--- src/rtl/id_ex_stage_reg_if.sv ---
// ============================================================================
// id_ex_stage_reg_if : decode/execute/writeback bundle for the ID/EX register
// Rev 1.0 - initial release
// ============================================================================
`default_nettype none

interface id_ex_stage_reg_if #(
  parameter int DATA_WIDTH     = 32,
  parameter int REG_ADDR_WIDTH = 5,
  parameter int CNT_WIDTH      = 16
);
  logic                      id_valid;
  logic [DATA_WIDTH-1:0]     id_pc;
  logic [DATA_WIDTH-1:0]     id_pc_plus4;
  logic [REG_ADDR_WIDTH-1:0] id_rs1;
  logic [REG_ADDR_WIDTH-1:0] id_rs2;
  logic [REG_ADDR_WIDTH-1:0] id_rd;
  logic [DATA_WIDTH-1:0]     id_rd1;
  logic [DATA_WIDTH-1:0]     id_rd2;
  logic [DATA_WIDTH-1:0]     id_imm;
  logic                      id_reg_write;
  logic                      id_mem_read;
  logic                      id_mem_write;
  logic                      id_alu_src;
  logic                      id_jump;
  logic                      id_branch;
  logic [1:0]                id_result_src;
  logic [3:0]                id_alu_ctrl;

  logic                      ex_flush;
  logic                      wb_we;
  logic [REG_ADDR_WIDTH-1:0] wb_rd;
  logic [DATA_WIDTH-1:0]     wb_wd;

  logic                      stall_fd;
  logic                      ex_valid;
  logic [DATA_WIDTH-1:0]     ex_pc;
  logic [DATA_WIDTH-1:0]     ex_pc_plus4;
  logic [REG_ADDR_WIDTH-1:0] ex_rs1;
  logic [REG_ADDR_WIDTH-1:0] ex_rs2;
  logic [REG_ADDR_WIDTH-1:0] ex_rd;
  logic [DATA_WIDTH-1:0]     ex_rd1;
  logic [DATA_WIDTH-1:0]     ex_rd2;
  logic [DATA_WIDTH-1:0]     ex_imm;
  logic                      ex_reg_write;
  logic                      ex_mem_read;
  logic                      ex_mem_write;
  logic                      ex_alu_src;
  logic                      ex_jump;
  logic                      ex_branch;
  logic [1:0]                ex_result_src;
  logic [3:0]                ex_alu_ctrl;
  logic [CNT_WIDTH-1:0]      bubble_count;

  modport slave (
    input  id_valid, id_pc, id_pc_plus4, id_rs1, id_rs2, id_rd, id_rd1, id_rd2,
           id_imm, id_reg_write, id_mem_read, id_mem_write, id_alu_src, id_jump,
           id_branch, id_result_src, id_alu_ctrl, ex_flush, wb_we, wb_rd, wb_wd,
    output stall_fd, ex_valid, ex_pc, ex_pc_plus4, ex_rs1, ex_rs2, ex_rd, ex_rd1,
           ex_rd2, ex_imm, ex_reg_write, ex_mem_read, ex_mem_write, ex_alu_src,
           ex_jump, ex_branch, ex_result_src, ex_alu_ctrl, bubble_count
  );

  modport master (
    output id_valid, id_pc, id_pc_plus4, id_rs1, id_rs2, id_rd, id_rd1, id_rd2,
           id_imm, id_reg_write, id_mem_read, id_mem_write, id_alu_src, id_jump,
           id_branch, id_result_src, id_alu_ctrl, ex_flush, wb_we, wb_rd, wb_wd,
    input  stall_fd, ex_valid, ex_pc, ex_pc_plus4, ex_rs1, ex_rs2, ex_rd, ex_rd1,
           ex_rd2, ex_imm, ex_reg_write, ex_mem_read, ex_mem_write, ex_alu_src,
           ex_jump, ex_branch, ex_result_src, ex_alu_ctrl, bubble_count
  );
endinterface

`default_nettype wire

--- src/rtl/id_ex_stage_reg.sv ---
// ============================================================================
// id_ex_stage_reg : ID/EX pipeline register with load-use stall, flush bubbles
// and saturating bubble counter. Optional writeback bypass: ID_EX_WB_BYPASS_EN
// Rev 1.0 - initial release
// ============================================================================
`default_nettype none

module id_ex_stage_reg #(
  parameter int DATA_WIDTH     = 32,
  parameter int REG_ADDR_WIDTH = 5,
  parameter int CNT_WIDTH      = 16
) (
  input  wire logic          clk,
  input  wire logic          rst_n,
  id_ex_stage_reg_if.slave   bus
);

  localparam logic [CNT_WIDTH-1:0] c_CNT_MAX = {CNT_WIDTH{1'b1}};
  localparam logic [CNT_WIDTH-1:0] c_CNT_ONE = {{(CNT_WIDTH-1){1'b0}}, 1'b1};

  logic                      r_ex_valid;
  logic [DATA_WIDTH-1:0]     r_ex_pc;
  logic [DATA_WIDTH-1:0]     r_ex_pc_plus4;
  logic [REG_ADDR_WIDTH-1:0] r_ex_rs1;
  logic [REG_ADDR_WIDTH-1:0] r_ex_rs2;
  logic [REG_ADDR_WIDTH-1:0] r_ex_rd;
  logic [DATA_WIDTH-1:0]     r_ex_rd1;
  logic [DATA_WIDTH-1:0]     r_ex_rd2;
  logic [DATA_WIDTH-1:0]     r_ex_imm;
  logic                      r_ex_reg_write;
  logic                      r_ex_mem_read;
  logic                      r_ex_mem_write;
  logic                      r_ex_alu_src;
  logic                      r_ex_jump;
  logic                      r_ex_branch;
  logic [1:0]                r_ex_result_src;
  logic [3:0]                r_ex_alu_ctrl;
  logic [CNT_WIDTH-1:0]      r_bubble_count;

  logic                      w_load_use;
  logic                      w_bubble;
  logic [DATA_WIDTH-1:0]     w_rd1;
  logic [DATA_WIDTH-1:0]     w_rd2;

  // x0 is never a real destination, so a load into it cannot create a hazard
  assign w_load_use = bus.id_valid & r_ex_valid & r_ex_mem_read &
                      (r_ex_rd != '0) &
                      ((r_ex_rd == bus.id_rs1) | (r_ex_rd == bus.id_rs2));
  assign w_bubble   = bus.ex_flush | w_load_use;
  assign bus.stall_fd = w_load_use & ~bus.ex_flush;

`ifdef ID_EX_WB_BYPASS_EN
  assign w_rd1 = (bus.wb_we && (bus.wb_rd != '0) && (bus.wb_rd == bus.id_rs1)) ?
                 bus.wb_wd : bus.id_rd1;
  assign w_rd2 = (bus.wb_we && (bus.wb_rd != '0) && (bus.wb_rd == bus.id_rs2)) ?
                 bus.wb_wd : bus.id_rd2;
`else
  wire w_unused_wb = ^{bus.wb_we, bus.wb_rd, bus.wb_wd};
  assign w_rd1 = bus.id_rd1;
  assign w_rd2 = bus.id_rd2;
`endif

  always_ff @(posedge clk) begin
    if (!rst_n || w_bubble) begin
      r_ex_valid      <= 1'b0;
      r_ex_pc         <= '0;
      r_ex_pc_plus4   <= '0;
      r_ex_rs1        <= '0;
      r_ex_rs2        <= '0;
      r_ex_rd         <= '0;
      r_ex_rd1        <= '0;
      r_ex_rd2        <= '0;
      r_ex_imm        <= '0;
      r_ex_reg_write  <= 1'b0;
      r_ex_mem_read   <= 1'b0;
      r_ex_mem_write  <= 1'b0;
      r_ex_alu_src    <= 1'b0;
      r_ex_jump       <= 1'b0;
      r_ex_branch     <= 1'b0;
      r_ex_result_src <= 2'b00;
      r_ex_alu_ctrl   <= 4'b0000;
    end else begin
      r_ex_valid      <= bus.id_valid;
      r_ex_pc         <= bus.id_pc;
      r_ex_pc_plus4   <= bus.id_pc_plus4;
      r_ex_rs1        <= bus.id_rs1;
      r_ex_rs2        <= bus.id_rs2;
      r_ex_rd         <= bus.id_rd;
      r_ex_rd1        <= w_rd1;
      r_ex_rd2        <= w_rd2;
      r_ex_imm        <= bus.id_imm;
      // An empty decode slot must not leak side-effecting controls into EX
      r_ex_reg_write  <= bus.id_reg_write & bus.id_valid;
      r_ex_mem_read   <= bus.id_mem_read  & bus.id_valid;
      r_ex_mem_write  <= bus.id_mem_write & bus.id_valid;
      r_ex_alu_src    <= bus.id_alu_src   & bus.id_valid;
      r_ex_jump       <= bus.id_jump      & bus.id_valid;
      r_ex_branch     <= bus.id_branch    & bus.id_valid;
      r_ex_result_src <= bus.id_result_src & {2{bus.id_valid}};
      r_ex_alu_ctrl   <= bus.id_alu_ctrl   & {4{bus.id_valid}};
    end
  end

  always_ff @(posedge clk) begin
    if (!rst_n) begin
      r_bubble_count <= '0;
    end else if (w_bubble && (r_bubble_count != c_CNT_MAX)) begin
      r_bubble_count <= r_bubble_count + c_CNT_ONE;
    end
  end

  assign bus.ex_valid      = r_ex_valid;
  assign bus.ex_pc         = r_ex_pc;
  assign bus.ex_pc_plus4   = r_ex_pc_plus4;
  assign bus.ex_rs1        = r_ex_rs1;
  assign bus.ex_rs2        = r_ex_rs2;
  assign bus.ex_rd         = r_ex_rd;
  assign bus.ex_rd1        = r_ex_rd1;
  assign bus.ex_rd2        = r_ex_rd2;
  assign bus.ex_imm        = r_ex_imm;
  assign bus.ex_reg_write  = r_ex_reg_write;
  assign bus.ex_mem_read   = r_ex_mem_read;
  assign bus.ex_mem_write  = r_ex_mem_write;
  assign bus.ex_alu_src    = r_ex_alu_src;
  assign bus.ex_jump       = r_ex_jump;
  assign bus.ex_branch     = r_ex_branch;
  assign bus.ex_result_src = r_ex_result_src;
  assign bus.ex_alu_ctrl   = r_ex_alu_ctrl;
  assign bus.bubble_count  = r_bubble_count;

endmodule

`default_nettype wire

--- src/flat_wrapper.sv ---
// flat-port wrapper written by rule: the top's interface ports become plain ports
module id_ex_stage_reg_flat 
#(
  parameter int DATA_WIDTH     = 32,
  parameter int REG_ADDR_WIDTH = 5,
  parameter int CNT_WIDTH      = 16
)
  (clk, rst_n, bus_id_valid, bus_id_pc, bus_id_pc_plus4, bus_id_rs1, bus_id_rs2, bus_id_rd, bus_id_rd1, bus_id_rd2, bus_id_imm, bus_id_reg_write, bus_id_mem_read, bus_id_mem_write, bus_id_alu_src, bus_id_jump, bus_id_branch, bus_id_result_src, bus_id_alu_ctrl, bus_ex_flush, bus_wb_we, bus_wb_rd, bus_wb_wd, bus_stall_fd, bus_ex_valid, bus_ex_pc, bus_ex_pc_plus4, bus_ex_rs1, bus_ex_rs2, bus_ex_rd, bus_ex_rd1, bus_ex_rd2, bus_ex_imm, bus_ex_reg_write, bus_ex_mem_read, bus_ex_mem_write, bus_ex_alu_src, bus_ex_jump, bus_ex_branch, bus_ex_result_src, bus_ex_alu_ctrl, bus_bubble_count);
  id_ex_stage_reg_if #(.DATA_WIDTH(DATA_WIDTH), .REG_ADDR_WIDTH(REG_ADDR_WIDTH), .CNT_WIDTH(CNT_WIDTH)) bus_i ();
  input  wire logic clk;
  input  wire logic rst_n;
  input wire logic [$bits(bus_i.id_valid)-1:0] bus_id_valid;
  input wire logic [$bits(bus_i.id_pc)-1:0] bus_id_pc;
  input wire logic [$bits(bus_i.id_pc_plus4)-1:0] bus_id_pc_plus4;
  input wire logic [$bits(bus_i.id_rs1)-1:0] bus_id_rs1;
  input wire logic [$bits(bus_i.id_rs2)-1:0] bus_id_rs2;
  input wire logic [$bits(bus_i.id_rd)-1:0] bus_id_rd;
  input wire logic [$bits(bus_i.id_rd1)-1:0] bus_id_rd1;
  input wire logic [$bits(bus_i.id_rd2)-1:0] bus_id_rd2;
  input wire logic [$bits(bus_i.id_imm)-1:0] bus_id_imm;
  input wire logic [$bits(bus_i.id_reg_write)-1:0] bus_id_reg_write;
  input wire logic [$bits(bus_i.id_mem_read)-1:0] bus_id_mem_read;
  input wire logic [$bits(bus_i.id_mem_write)-1:0] bus_id_mem_write;
  input wire logic [$bits(bus_i.id_alu_src)-1:0] bus_id_alu_src;
  input wire logic [$bits(bus_i.id_jump)-1:0] bus_id_jump;
  input wire logic [$bits(bus_i.id_branch)-1:0] bus_id_branch;
  input wire logic [$bits(bus_i.id_result_src)-1:0] bus_id_result_src;
  input wire logic [$bits(bus_i.id_alu_ctrl)-1:0] bus_id_alu_ctrl;
  input wire logic [$bits(bus_i.ex_flush)-1:0] bus_ex_flush;
  input wire logic [$bits(bus_i.wb_we)-1:0] bus_wb_we;
  input wire logic [$bits(bus_i.wb_rd)-1:0] bus_wb_rd;
  input wire logic [$bits(bus_i.wb_wd)-1:0] bus_wb_wd;
  output wire logic [$bits(bus_i.stall_fd)-1:0] bus_stall_fd;
  output wire logic [$bits(bus_i.ex_valid)-1:0] bus_ex_valid;
  output wire logic [$bits(bus_i.ex_pc)-1:0] bus_ex_pc;
  output wire logic [$bits(bus_i.ex_pc_plus4)-1:0] bus_ex_pc_plus4;
  output wire logic [$bits(bus_i.ex_rs1)-1:0] bus_ex_rs1;
  output wire logic [$bits(bus_i.ex_rs2)-1:0] bus_ex_rs2;
  output wire logic [$bits(bus_i.ex_rd)-1:0] bus_ex_rd;
  output wire logic [$bits(bus_i.ex_rd1)-1:0] bus_ex_rd1;
  output wire logic [$bits(bus_i.ex_rd2)-1:0] bus_ex_rd2;
  output wire logic [$bits(bus_i.ex_imm)-1:0] bus_ex_imm;
  output wire logic [$bits(bus_i.ex_reg_write)-1:0] bus_ex_reg_write;
  output wire logic [$bits(bus_i.ex_mem_read)-1:0] bus_ex_mem_read;
  output wire logic [$bits(bus_i.ex_mem_write)-1:0] bus_ex_mem_write;
  output wire logic [$bits(bus_i.ex_alu_src)-1:0] bus_ex_alu_src;
  output wire logic [$bits(bus_i.ex_jump)-1:0] bus_ex_jump;
  output wire logic [$bits(bus_i.ex_branch)-1:0] bus_ex_branch;
  output wire logic [$bits(bus_i.ex_result_src)-1:0] bus_ex_result_src;
  output wire logic [$bits(bus_i.ex_alu_ctrl)-1:0] bus_ex_alu_ctrl;
  output wire logic [$bits(bus_i.bubble_count)-1:0] bus_bubble_count;
  assign bus_i.id_valid = bus_id_valid;
  assign bus_i.id_pc = bus_id_pc;
  assign bus_i.id_pc_plus4 = bus_id_pc_plus4;
  assign bus_i.id_rs1 = bus_id_rs1;
  assign bus_i.id_rs2 = bus_id_rs2;
  assign bus_i.id_rd = bus_id_rd;
  assign bus_i.id_rd1 = bus_id_rd1;
  assign bus_i.id_rd2 = bus_id_rd2;
  assign bus_i.id_imm = bus_id_imm;
  assign bus_i.id_reg_write = bus_id_reg_write;
  assign bus_i.id_mem_read = bus_id_mem_read;
  assign bus_i.id_mem_write = bus_id_mem_write;
  assign bus_i.id_alu_src = bus_id_alu_src;
  assign bus_i.id_jump = bus_id_jump;
  assign bus_i.id_branch = bus_id_branch;
  assign bus_i.id_result_src = bus_id_result_src;
  assign bus_i.id_alu_ctrl = bus_id_alu_ctrl;
  assign bus_i.ex_flush = bus_ex_flush;
  assign bus_i.wb_we = bus_wb_we;
  assign bus_i.wb_rd = bus_wb_rd;
  assign bus_i.wb_wd = bus_wb_wd;
  assign bus_stall_fd = bus_i.stall_fd;
  assign bus_ex_valid = bus_i.ex_valid;
  assign bus_ex_pc = bus_i.ex_pc;
  assign bus_ex_pc_plus4 = bus_i.ex_pc_plus4;
  assign bus_ex_rs1 = bus_i.ex_rs1;
  assign bus_ex_rs2 = bus_i.ex_rs2;
  assign bus_ex_rd = bus_i.ex_rd;
  assign bus_ex_rd1 = bus_i.ex_rd1;
  assign bus_ex_rd2 = bus_i.ex_rd2;
  assign bus_ex_imm = bus_i.ex_imm;
  assign bus_ex_reg_write = bus_i.ex_reg_write;
  assign bus_ex_mem_read = bus_i.ex_mem_read;
  assign bus_ex_mem_write = bus_i.ex_mem_write;
  assign bus_ex_alu_src = bus_i.ex_alu_src;
  assign bus_ex_jump = bus_i.ex_jump;
  assign bus_ex_branch = bus_i.ex_branch;
  assign bus_ex_result_src = bus_i.ex_result_src;
  assign bus_ex_alu_ctrl = bus_i.ex_alu_ctrl;
  assign bus_bubble_count = bus_i.bubble_count;
  id_ex_stage_reg #(.DATA_WIDTH(DATA_WIDTH), .REG_ADDR_WIDTH(REG_ADDR_WIDTH), .CNT_WIDTH(CNT_WIDTH)) u_core (.clk(clk), .rst_n(rst_n), .bus(bus_i));
endmodule
--- config.mk ---
export PLATFORM = sky130hd
export DESIGN_NAME = id_ex_stage_reg_flat
export DESIGN_NICKNAME = d
export VERILOG_FILES = /design/src/rtl/id_ex_stage_reg_if.sv /design/src/rtl/id_ex_stage_reg.sv /design/src/flat_wrapper.sv
export SDC_FILE = /design/constraint.sdc
export NUM_CORES = 1
export LEC_CHECK = 0
export CAP_MARGIN = 10
export CORE_AREA = 5 5 164 166
export DETAILED_ROUTE_END_ITERATION = 8
export DIE_AREA = 0 0 169 171
export GPL_TIMING_DRIVEN = 0
export PLACE_DENSITY = 0.72
export SYNTH_ARGS = -nofsm -noshare
export SYNTH_HDL_FRONTEND = slang
export SYNTH_SLANG_ARGS = --single-unit
export TNS_END_PERCENT = 5
--- constraint.sdc ---
create_clock -name clk -period 1.61 [get_ports clk]
set_input_delay 0.322 -clock clk [delete_from_list [all_inputs] [get_ports clk]]
set_output_delay 0.322 -clock clk [all_outputs]
set_load 0.005 [all_outputs]
==> results.tsv <==
stage	metric	value	unit
status	outcome	complete, but fails checks	
status	failing checks	negative setup slack	
final_layout	n_diodes	0	
power	combinational share of power	0.117	
floorplan	chip width	169	um
synth	Syn Area/Cell	11.21	sq um
synth	count of different cell masters after synthesis	33	
power	Cell Int Power	0.009081	W
final_layout	Area Overhead vs Synth	98.62	%
cts	CTS Sinks	204	
power	Clk pwr share	0.430	
final_layout	post-route insts no fill	1322	
synth	Netlist Area Pre-Place	6077	sq um
synth	Post-Syn Instances	542	
detailed_routing	drt via density	4.306	
final_layout	layout cells sized above 1	0.2239	
detailed_routing	vias after detailed routing	5692	
floorplan	Rows	59	
cts	CTS tree	yes	
critical_path	CP Capture Type	primary output	
timing	measured slew at the worst slew-check pin	0.6343	ns
floorplan	Core Box Area	25470	sq um
global_route	number of global-route vias before repair	5925	
synth	post-synthesis xor/xnor area fraction	0.01441	
timing	Tcrit/Tclk final	1.196	
detailed_routing	drt total wl	23760	um
synth	Seq cells post-synth	204	
detailed_routing	# DRC	0	
cts	Worst-Skew Late Latency	0.51	ns
detailed_routing	number of DRC markers after the initial detailed-route iteration	179	
detailed_routing	drt wl/cell	17.97	um
power	pwr dens	968.2	nW/um^2
cts	Reg clk slew, reported paths	0.06	ns
placed_design	buffers added on ports	395	
critical_path	Setup crit start kind	flip-flop	
floorplan	Starting Density	0.2386	
timing	Max Clock Freq	0.5195	GHz
power	Leak	5.751	nW
global_route	global-route usage over all layers	0.1479	
placed_design	placer's final routability congestion estimate	0.8199	
timing	setup TNS	-27.57	ns
final_layout	most frequent cells in the layout	dlygate4sd2_1, clkdlybuf4s50_1, dfxtp_1	
power	Sw Ratio	0.2229	
synth	mux contribution to synthesized area	0.009883	
floorplan	Die Span Y	171	um
timing	worst clock skew	0.01560	ns
global_route	grt ovf	0	
placed_design	number of instances in the placed design	1272	
final_layout	nets	1200	
floorplan	die footprint	28900	sq um
critical_path	worst-path maximum fanout	3	
synth	YS warnings	0	
detailed_routing	Pre-Repair DR Iteration Count	4	
final_layout	fill cell count	2374	
final_layout	commonest non-fill, non-tap cell in the layout	dlygate4sd2_1	
timing	final setup vio count	196	
timing	unrepaired setup endpoints after global routing	yes	
placed_design	post-detail-place hpwl	17560	um
synth	syn nets	772	
power	share of power burned in registers	0.453	
timing	Final Max Tran Viols	0	
power	total net switching power	0.002605	W
synth	simple-gate share of the synthesized area	0.2522	
synth	Synth Area in Compound Gates	0.02079	
timing	fin crit period	1.925	ns
power	worst vdd ir	0.5640	mV
timing	Final Hold Viols	0	
synth	largest family of logic cells by synthesized area	simple AND/OR/NAND/NOR gates	
synth	post-synthesis adder-cell area fraction	0.002059	
cts	CTS H-tree lvls	1	
synth	part of the Yosys area used for sequential elements	0.6720	
synth	dominant synthesized flop cell	dfxtp_1	
cts	CTS buffer count	23	
placed_design	worst slack at placement	-1.336	ns
synth	number of synthesized flops with an enable pin	0	
job	Max Cap Viol	0	
timing	Slew HR	0.5771	
critical_path	worst endpoint required time	1.29	ns
cts	CTS root buffer	clkbuf_16	
critical_path	CP Class	flip-flop to primary output	
min_path	Hold Path Class	input pin to flip-flop	
global_route	global-route wire length before repair	33630	um
global_route	initial antenna violation count	0	
timing	Final Hold Slack	0.3769	ns
global_route	largest net degree at the start of global routing	14	
synth	Post-synth ARST share	0	
cts	clk buf depth	3	
timing	Final WS setup	-0.3149	ns
detailed_routing	Post-DRT Antenna Nets	0	
floorplan	IO Pins	434	
critical_path	Arr. time, crit path	1.60	ns
[kinds of logic (layout without fill, tap and decap cells)]
group / count (synthesis) / in the layout
mux: 6 / 6
xor+xnor: 10 / 10
buf+inv: 45 / 490
flops: 204 / 204
simple gates: 256 / 256
fa+ha+maj: 1 / 1
compound gates: 20 / 20
[cells in the mapped netlist (5+ instances only)]
cell type | instances | area, sq um
dfxtp_1 | 204 | 4084
and3_1 | 176 | 1101
clkbuf_1 | 40 | 150.1
nand2_1 | 24 | 90.09
and2_1 | 12 | 75.07
xnor2_1 | 10 | 87.58
a21oi_1 | 8 | 40.04
nand3_1 | 8 | 40.04
or3_1 | 8 | 50.05
nor3_1 | 7 | 35.03
mux2i_1 | 6 | 60.06
o21ai_0 | 6 | 30.03
nand2b_1 | 5 | 31.28
[critical path: stages (launching register included)]
cell and delay, ns:
dfxtp_4 0.41, buf_4 0.14, nor2_1 0.05, a21oi_2 0.20, nand2_1 0.08, nor2_1 0.09, buf_2 0.13
[power groups by stage]
stage | logic [W] | registers (W) | clock network, W
floorplan | 0.000256 | 0.00543 | 0
global placement | 0.00123 | 0.00541 | 0
global route | 0.00146 | 0.00531 | 0.00543
CTS | 0.00127 | 0.00529 | 0.00522
detailed placement | 0.00124 | 0.00541 | 0
finish | 0.00136 | 0.00529 | 0.00503
[layout make-up]
class / count / area, sq um / share of cell area
Clock buffer: 30 / 631.9 / 0.05235
Tap cell: 335 / 419.2 / 0.03473
Timing Repair Buffer: 403 / 3786 / 0.3137
Buffer: 44 / 476.7 / 0.03949
Clock inverter: 12 / 101.3 / 0.008396
Inverter: 1 / 3.754 / 0.0003110
Sequential cell: 204 / 4110 / 0.3405
Multi-Input combinational cell: 293 / 2541 / 0.2105
[layer usage]
metal	track usage	up-vias	share of wire
met3	0.05337	40	0.099
li1	-	2727	-
met5	0	-	0
met1	0.1605	2648	0.37
met2	0.2690	277	0.51
met4	0.04760	0	0.026
[per-stage QoR]
stage	power, W	utilization	instance area [sq um]
2_1_floorplan	0.005689	-	6123
3_3_place_gp	0.006635	0.4121	10500
3_5_place_dp	0.006656	0.4121	10500
4_1_cts	0.01178	0.4559	11610
5_1_grt	0.01219	0.4739	12070
6_report	0.01169	0.4739	12070
[worst paths after layout]
kind / startpoint / end / slack, ns / cells after the start
setup / recovery: u_core.bus.ex_rd[4]$_SDFF_PP0_ / bus_stall_fd / -0.31 / 6
hold / removal: bus_id_alu_ctrl[1] / u_core.bus.ex_alu_ctrl[1]$_SDFF_PP0_ / 0.38 / 2
setup reg to reg: u_core.bus.ex_rd[0]$_SDFF_PP0_ / u_core.bus.bubble_count[14]$_SDFFE_PN0P_ / -0.29 / 10
hold reg to reg: u_core.bus.bubble_count[9]$_SDFFE_PN0P_ / u_core.bus.bubble_count[9]$_SDFFE_PN0P_ / 0.48 / 2
[sequential cells by signal (all words and copies together), names as in the netlist]
register and count:
u_core.bus.ex_imm 32, u_core.bus.ex_pc 32, u_core.bus.ex_pc_plus4 32, u_core.bus.ex_rd1 32
u_core.bus.ex_rd2 32, u_core.bus.bubble_count 16, u_core.bus.ex_rd 5, u_core.bus.ex_rs1 5
u_core.bus.ex_rs2 5, u_core.bus.ex_alu_ctrl 4, u_core.bus.ex_result_src 2, u_core.bus.ex_alu_src 1
u_core.bus.ex_branch 1, u_core.bus.ex_jump 1, u_core.bus.ex_mem_read 1, u_core.bus.ex_mem_write 1
u_core.bus.ex_reg_write 1, u_core.bus.ex_valid 1
[what timing repair did]
action / in CTS / in global routing
resized for setup: 350 / 104
buffers inserted: 4 / 2
pin swaps: 56 / 67
setup endpoints to repair: 409 / 208
hold buffers: 0 / 0
gates cloned: 1 / 2
Power figures use the tool's default switching activity.
